<file path="config.mk">
export PLATFORM = sky130hd
export DESIGN_NAME = iclark
export DESIGN_NICKNAME = d
export VERILOG_FILES = /design/src/rtl/iclark.sv
export SDC_FILE = /design/constraint.sdc
export NUM_CORES = 1
export LEC_CHECK = 0
export CAP_MARGIN = 20
export CELL_PAD_IN_SITES_DETAIL_PLACEMENT = 1
export CELL_PAD_IN_SITES_GLOBAL_PLACEMENT = 1
export CORE_AREA = 2 2 213 215
export CTS_CLUSTER_SIZE = 10
export DETAILED_ROUTE_END_ITERATION = 8
export DIE_AREA = 0 0 215 217
export HOLD_SLACK_MARGIN = 0.12
export PLACE_DENSITY_LB_ADDON = 0.12
export SETUP_SLACK_MARGIN = 0.2
export SKIP_CTS_REPAIR_TIMING = 1
export SLEW_MARGIN = 20
export SYNTH_ARGS = -nofsm -noshare
export SYNTH_HDL_FRONTEND = slang
export SYNTH_SLANG_ARGS = --single-unit
</file>
<file path="constraint.sdc">
create_clock -name sys_clk -period 1.6 [get_ports sys_clk]
set_input_delay 0.32 -clock sys_clk [delete_from_list [all_inputs] [get_ports sys_clk]]
set_output_delay 0.32 -clock sys_clk [all_outputs]
set_load 0.02 [all_outputs]
</file>
<file path="src/rtl/iclark.sv">
// Inverse Clarke transform sequencer: drives shared FP multipliers/adders through
// MULT and ADD phases of OP_LAT+1 cycles each, then latches U_u/U_v/U_w.
module iclark #(
   parameter int unsigned OP_LAT = 12
) (
   input  logic        sys_clk,
   input  logic        rst_n,
   input  logic        en,
   input  logic [31:0] V_alpha,
   input  logic [31:0] V_beta,
   input  logic [31:0] re_add1,
   input  logic [31:0] re_add2,
   input  logic [31:0] re_mult1,
   input  logic [31:0] re_mult2,
   output logic [31:0] add1a,
   output logic [31:0] add1b,
   output logic [31:0] add2a,
   output logic [31:0] add2b,
   output logic        isadd1,
   output logic        isadd2,
   output logic [31:0] mult1a,
   output logic [31:0] mult1b,
   output logic [31:0] mult2a,
   output logic [31:0] mult2b,
   output logic [31:0] U_u,
   output logic [31:0] U_v,
   output logic [31:0] U_w,
   output logic        ack
);

   localparam int unsigned DW    = 32;
   localparam int unsigned CNT_W = 6;
   localparam logic [DW-1:0] HALF  = 32'h3F00_0000;
   localparam logic [DW-1:0] SQ3_2 = 32'h3F5D_B3D7;

   typedef enum logic [3:0] {
      IDLE  = 4'd0,
      MULT  = 4'd1,
      ADD   = 4'd2,
      LATCH = 4'd3,
      DONE  = 4'd4
   } state_t;

   state_t            state;
   state_t            next_state;
   logic [CNT_W-1:0]  wait_cnt;
   logic [DW-1:0]     alpha_r;
   logic              cnt_done;
   logic              start;
   logic              to_add;

   // State register
   always_ff @(posedge sys_clk or negedge rst_n) begin
      if (!rst_n) state <= IDLE;
      else        state <= next_state;
   end

   // Next-state decode; unused encodings fall back to IDLE
   always_comb begin
      next_state = IDLE;
      cnt_done   = (wait_cnt == CNT_W'(OP_LAT));
      start      = 1'b0;
      to_add     = 1'b0;
      case (state)
         IDLE: begin
            start      = en;
            next_state = en ? MULT : IDLE;
         end
         MULT: begin
            to_add     = cnt_done;
            next_state = cnt_done ? ADD : MULT;
         end
         ADD:     next_state = cnt_done ? LATCH : ADD;
         LATCH:   next_state = DONE;
         DONE:    next_state = IDLE;
         default: next_state = IDLE;
      endcase
   end

   assign ack = (state == DONE);

   // Phase wait counter: runs only while a busy state is held
   always_ff @(posedge sys_clk or negedge rst_n) begin
      if (!rst_n)
         wait_cnt <= '0;
      else if ((next_state == state) && (state != IDLE))
         wait_cnt <= wait_cnt + CNT_W'(1);
      else
         wait_cnt <= '0;
   end

   // Operand and result registers, loaded only on their phase edges
   always_ff @(posedge sys_clk or negedge rst_n) begin
      if (!rst_n) begin
         alpha_r <= '0;
         mult1a  <= '0;
         mult1b  <= '0;
         mult2a  <= '0;
         mult2b  <= '0;
         add1a   <= '0;
         add1b   <= '0;
         add2a   <= '0;
         add2b   <= '0;
         isadd1  <= 1'b0;
         isadd2  <= 1'b0;
         U_u     <= '0;
         U_v     <= '0;
         U_w     <= '0;
      end else begin
         if (start) begin
            alpha_r <= V_alpha;
            mult1a  <= HALF;
            mult1b  <= V_alpha;
            mult2a  <= SQ3_2;
            mult2b  <= V_beta;
         end
         // U_v = sq3/2*beta - alpha/2 ; U_w = -(alpha/2) - sq3/2*beta
         if (to_add) begin
            add1a  <= re_mult2;
            add1b  <= re_mult1;
            isadd1 <= 1'b0;
            add2a  <= {~re_mult1[DW-1], re_mult1[DW-2:0]};
            add2b  <= re_mult2;
            isadd2 <= 1'b0;
         end
         if (state == LATCH) begin
            U_u <= alpha_r;
            U_v <= re_add1;
            U_w <= re_add2;
         end
      end
   end

endmodule

</file>
Word level (Yosys, flattened, before mapping):

Cells that the tools add are included.

* register bits: 268
* output and inout bits: 355
* input bits: 195

* bitwise operators: 1
* muxes and demuxes: 7
* eq/ne operators: 6
* reduce and logical (&&, ||, !) cells: 3
* $add $sub $neg: 1

Operators with widths (number)
* case mux 3 bit (4 select lines): 1
* == test 4 x 2 -> 1 bit, second input constant: 2
* adder 6 x 1 -> 6 bit, second input constant: 1
* == test 6 x 4 -> 1 bit, second input constant: 1
* two-way mux 6 bit: 1
* == test 4 x 1 -> 1 bit, second input constant: 1
* == test 4 x 3 -> 1 bit, second input constant: 1
* == test 4 bit: 1
* logical NOT 4 bit: 1
* two-way mux 1 bit: 4
* nonzero test 4 bit: 1
* two-way mux 2 bit: 1
* logical AND 1 bit: 1
* inverter 1 bit: 1

Depth between registers and ports, before layout:

* word-level depth: 6
* depth in mapped cells: 8

Least setup slack after synthesis:

Ideal clock, no wire load.

* kind: reg2reg
* from: register state[0]
* to: register mult1b[0]
* arrival time: 1473 ps
* clock period less this slack: 1598 ps
* setup slack: 2 ps
* stages on the path, launching flop included: 6
* cell sequence: dfrtp_1 > buf_4 > nor4b_4 > buf_4 > buf_4 > mux2_2

* cells in the longest elaborated chain, start to end: 2

Ends and longest elaborated chain
* start: declaration: RTL line 44 `state_t state;`
* start signal: assignment: RTL line 55 `else state <= next_state;`
* logical NOT 4 bit: RTL line 64 `case (state)`
* two-way mux 1 bit: RTL line 64
* end signal: assignment: RTL line 113 `mult1b <= V_alpha;`
* end: declaration: RTL line 22 `output logic [31:0] mult1b,`

No other way between the ends.
A chain may end at the register's enable or synchronous reset.

Worst setup path after layout:

* from: register mult2a[0] (netlist name)
* to: output mult2a[13]

RTL lines
* end: declaration: RTL line 23 `output logic [31:0] mult2a,`

No word-level cell between the ends.

==> out/results.txt <==
Critical Path End Type: output pin
Tmin final: 1700 ps
PD cells: 1890 nW/um^2
DIE WIDTH: 215 um
final setup margin: -101 ps
arrival time at the worst endpoint: 1380 ps
Int Pwr: 0.0215 W
Switching Share: 0.354
CTS tree: yes
total track usage: 0.136
IO Count: 550
Diodes inserted: 0
Comb power frac: 0.491
final WL: 33900 um
DP Area: 15600 um^2
clock power share: 0.199
Reg clk slew, reported paths: 50 ps
initial DRC count: 231
Final Slew Violations: 0
Post-Syn Instances: 655
met3 GRT Util: 0.0478
pre-CTS setup slack: -309 ps
Leak: 9.95 nW
status: finished, violations left
endpoints failing setup: 155
vias in the first global route: 7241
Clock Skews: 15.9 ps
FMAX: 588 MHz
Seq/Total Area, Yosys: 0.571
total core area: 44700 um^2
GPL Wtd Cong: 0.745
# rows: 78
Vias per Instance: 3.85
initial antenna violation count: 2
die height: 217 um
Wirelength per Cell: 18.9 um
die area: 46700 um^2
Root Driver: clkbuf_16
failing checks: negative setup slack
routing usage on met2: 0.235
CTS buffer count: 30
min-delay worst type: primary input to async pin
DR pass1 iterations: 4
grt ovf: 0
worst skew pair latency: 560 ps
HPWL after detailed placement: 24900 um
Max Cap Viol: 0
Worst Path Max Fanout: 15
met1 Resource Use GR: 0.163
final hold vios: 0
Starting Density: 0.230
Sink Count: 235
Post-Layout Cell Count: 1792
NetSw: 0.0118 W
global-route wire length before repair: 48800 um
Yosys cell types: 30
startpoint types: flop
global routing's busiest layer: met2
Worst IR Drop VDD: 0.000817 V
part of the power in registers: 0.309
Post-Syn Area: 10300 um^2
fin crit share: 1.06
PortBufs: 511
Syn Area/Cell: 15.7 um^2
fin area: 17600 um^2
Crit path required time: 1280 ps
#FFs+latches synth: 235
Nets: 1369
CTS HTree Levels: 1
DRC viols: 0
Setup CP Type: flop to output pin
total vias in the final route: 6896
largest net degree at the start of global routing: 51
share of cells above drive strength 1: 0.438
clock tree buffer depth: 3
placed insts: 1693
Ys Warns: 0
final antenna-violating net count: 0
P&R area growth vs syn: 70.6%
setup repair after global routing missed its margin: yes
## area by class of cell
class | count | area, um^2
flip-flops and latches | 235 | 5900
multi-input cells | 297 | 3380
clock buffers | 49 | 913
well taps | 600 | 751
inverters | 5 | 31.3
fillers | 4709 | 27100
repair buffers | 603 | 6560
clock inverters | 3 | 40.0
## metal layers
metal / share of wire / wire length [um]
met3: 0.077 / 2620
met1: 0.41 / 13700
met2: 0.50 / 16900
met5: 0.00080 / 27
met4: 0.017 / 592
## sequential cells by signal, summed over array words and instances (netlist names)
register,flops
U_v,32
mult2a,1
add1b,32
U_w,32
wait_cnt,6
mult1b,32
mult2b,32
add2a,1
U_u,32
state,3
add2b,32
## cells in the mapped netlist, drive strengths merged
| cell type | instances | area [um^2] |
|---|---|---|
| xor2 | 2 | 17.5 |
| nand2b | 1 | 6.26 |
| nand2 | 3 | 11.3 |
| xnor2 | 2 | 17.5 |
| and3 | 1 | 6.26 |
| ha | 2 | 25.0 |
| nor3b | 3 | 27.5 |
| o21ai | 1 | 5.00 |
| dfrtp | 235 | 5880 |
| mux2 | 224 | 2890 |
| or3 | 1 | 6.26 |
| or2 | 2 | 12.5 |
| nand3 | 4 | 20.0 |
| a211o | 2 | 17.5 |
| nor4b | 1 | 23.8 |
| nand4b | 1 | 8.76 |
| nor2 | 5 | 18.8 |
| conb | 1 | 3.75 |
| and4bb | 1 | 16.3 |
| mux2i | 1 | 10.0 |
| a21oi | 2 | 10.0 |
| buf | 155 | 1250 |
| inv | 5 | 21.3 |
## worst paths after layout
check	startpoint	endpoint	slack, ps	cells after the start
setup / recovery	mult2a[0]	mult2a[13]	-100	2
max in group asynchronous	rst_n	mult2a[0]	700	3
min in group sys_clk	re_mult1[31]	add2a[31]	340	2
hold / removal	rst_n	add2b[20]	290	2
setup reg to reg	state[1]	add1b[28]	-100	4
hold reg to reg	U_u[24]	U_u[24]	500	1
## stage by stage
| stage | setup TNS (ps) | power, W | hold slack, ps | utilization |
|---|---|---|---|---|
| global placement | -33340 | 0.0258 | 299 | 0.350 |
| finish | -9640 | 0.0332 | 287 | 0.393 |
| detailed placement | -34420 | 0.0259 | 289 | 0.350 |
| floorplan | 0 | 0.0187 | 24.4 | - |
| CTS | -135890 | 0.0329 | -321 | 0.371 |
| global route | -19760 | 0.0350 | 304 | 0.393 |
## power by group through the flow
stage / logic [W] / registers [W] / clock network, W
2_1_floorplan: 0.00608 / 0.0126 / 0
3_3_place_gp: 0.0156 / 0.0102 / 0
3_5_place_dp: 0.0157 / 0.0102 / 0
4_1_cts: 0.0158 / 0.0102 / 0.00694
5_1_grt: 0.0172 / 0.0106 / 0.00717
6_report: 0.0163 / 0.0103 / 0.00663
## placed cells by master, fill, tap and decap left out, types with 2 or more instances in the layout
cell type | Yosys | layout
buf_2 | 6 | 10
buf_12 | 6 | 15
nor2_1 | 5 | 5
mux2_4 | 98 | 117
xor2_1 | 2 | 2
mux2_2 | 126 | 107
buf_4 | 137 | 71
a211o_1 | 2 | 2
dfrtp_2 | 0 | 11
clkbuf_16 | 0 | 31
nor3b_2 | 1 | 2
dfrtp_1 | 235 | 223
conb_1 | 1 | 38
xnor2_1 | 2 | 2
a21oi_1 | 2 | 2
inv_1 | 4 | 4
nand3_1 | 4 | 3
buf_6 | 6 | 135
nand2_1 | 3 | 3
dlymetal6s2s_1 | 0 | 172
clkdlybuf4s50_1 | 0 | 193
clkbuf_1 | 0 | 11
clkbuf_2 | 0 | 4
ha_1 | 2 | 2
clkbuf_8 | 0 | 7
clkinv_2 | 0 | 2
## critical path, stage by stage, from the launching register on
cell,delay [ps]
dfrtp_4,500
buf_12,160
buf_2,160
## kinds of logic after synthesis
family	count (synthesis)	share of synthesized area
AOI/OAI and AO/OA	5	0.00316
and+or+nand+nor	23	0.0153
other	1	0.000364
adders and majority gates	2	0.00243
muxes	225	0.282
DFF	235	0.571
buffers and inverters	160	0.123
xor gates and xnor gates	4	0.00340
No activity file was read; power rests on OpenSTA's default activity.
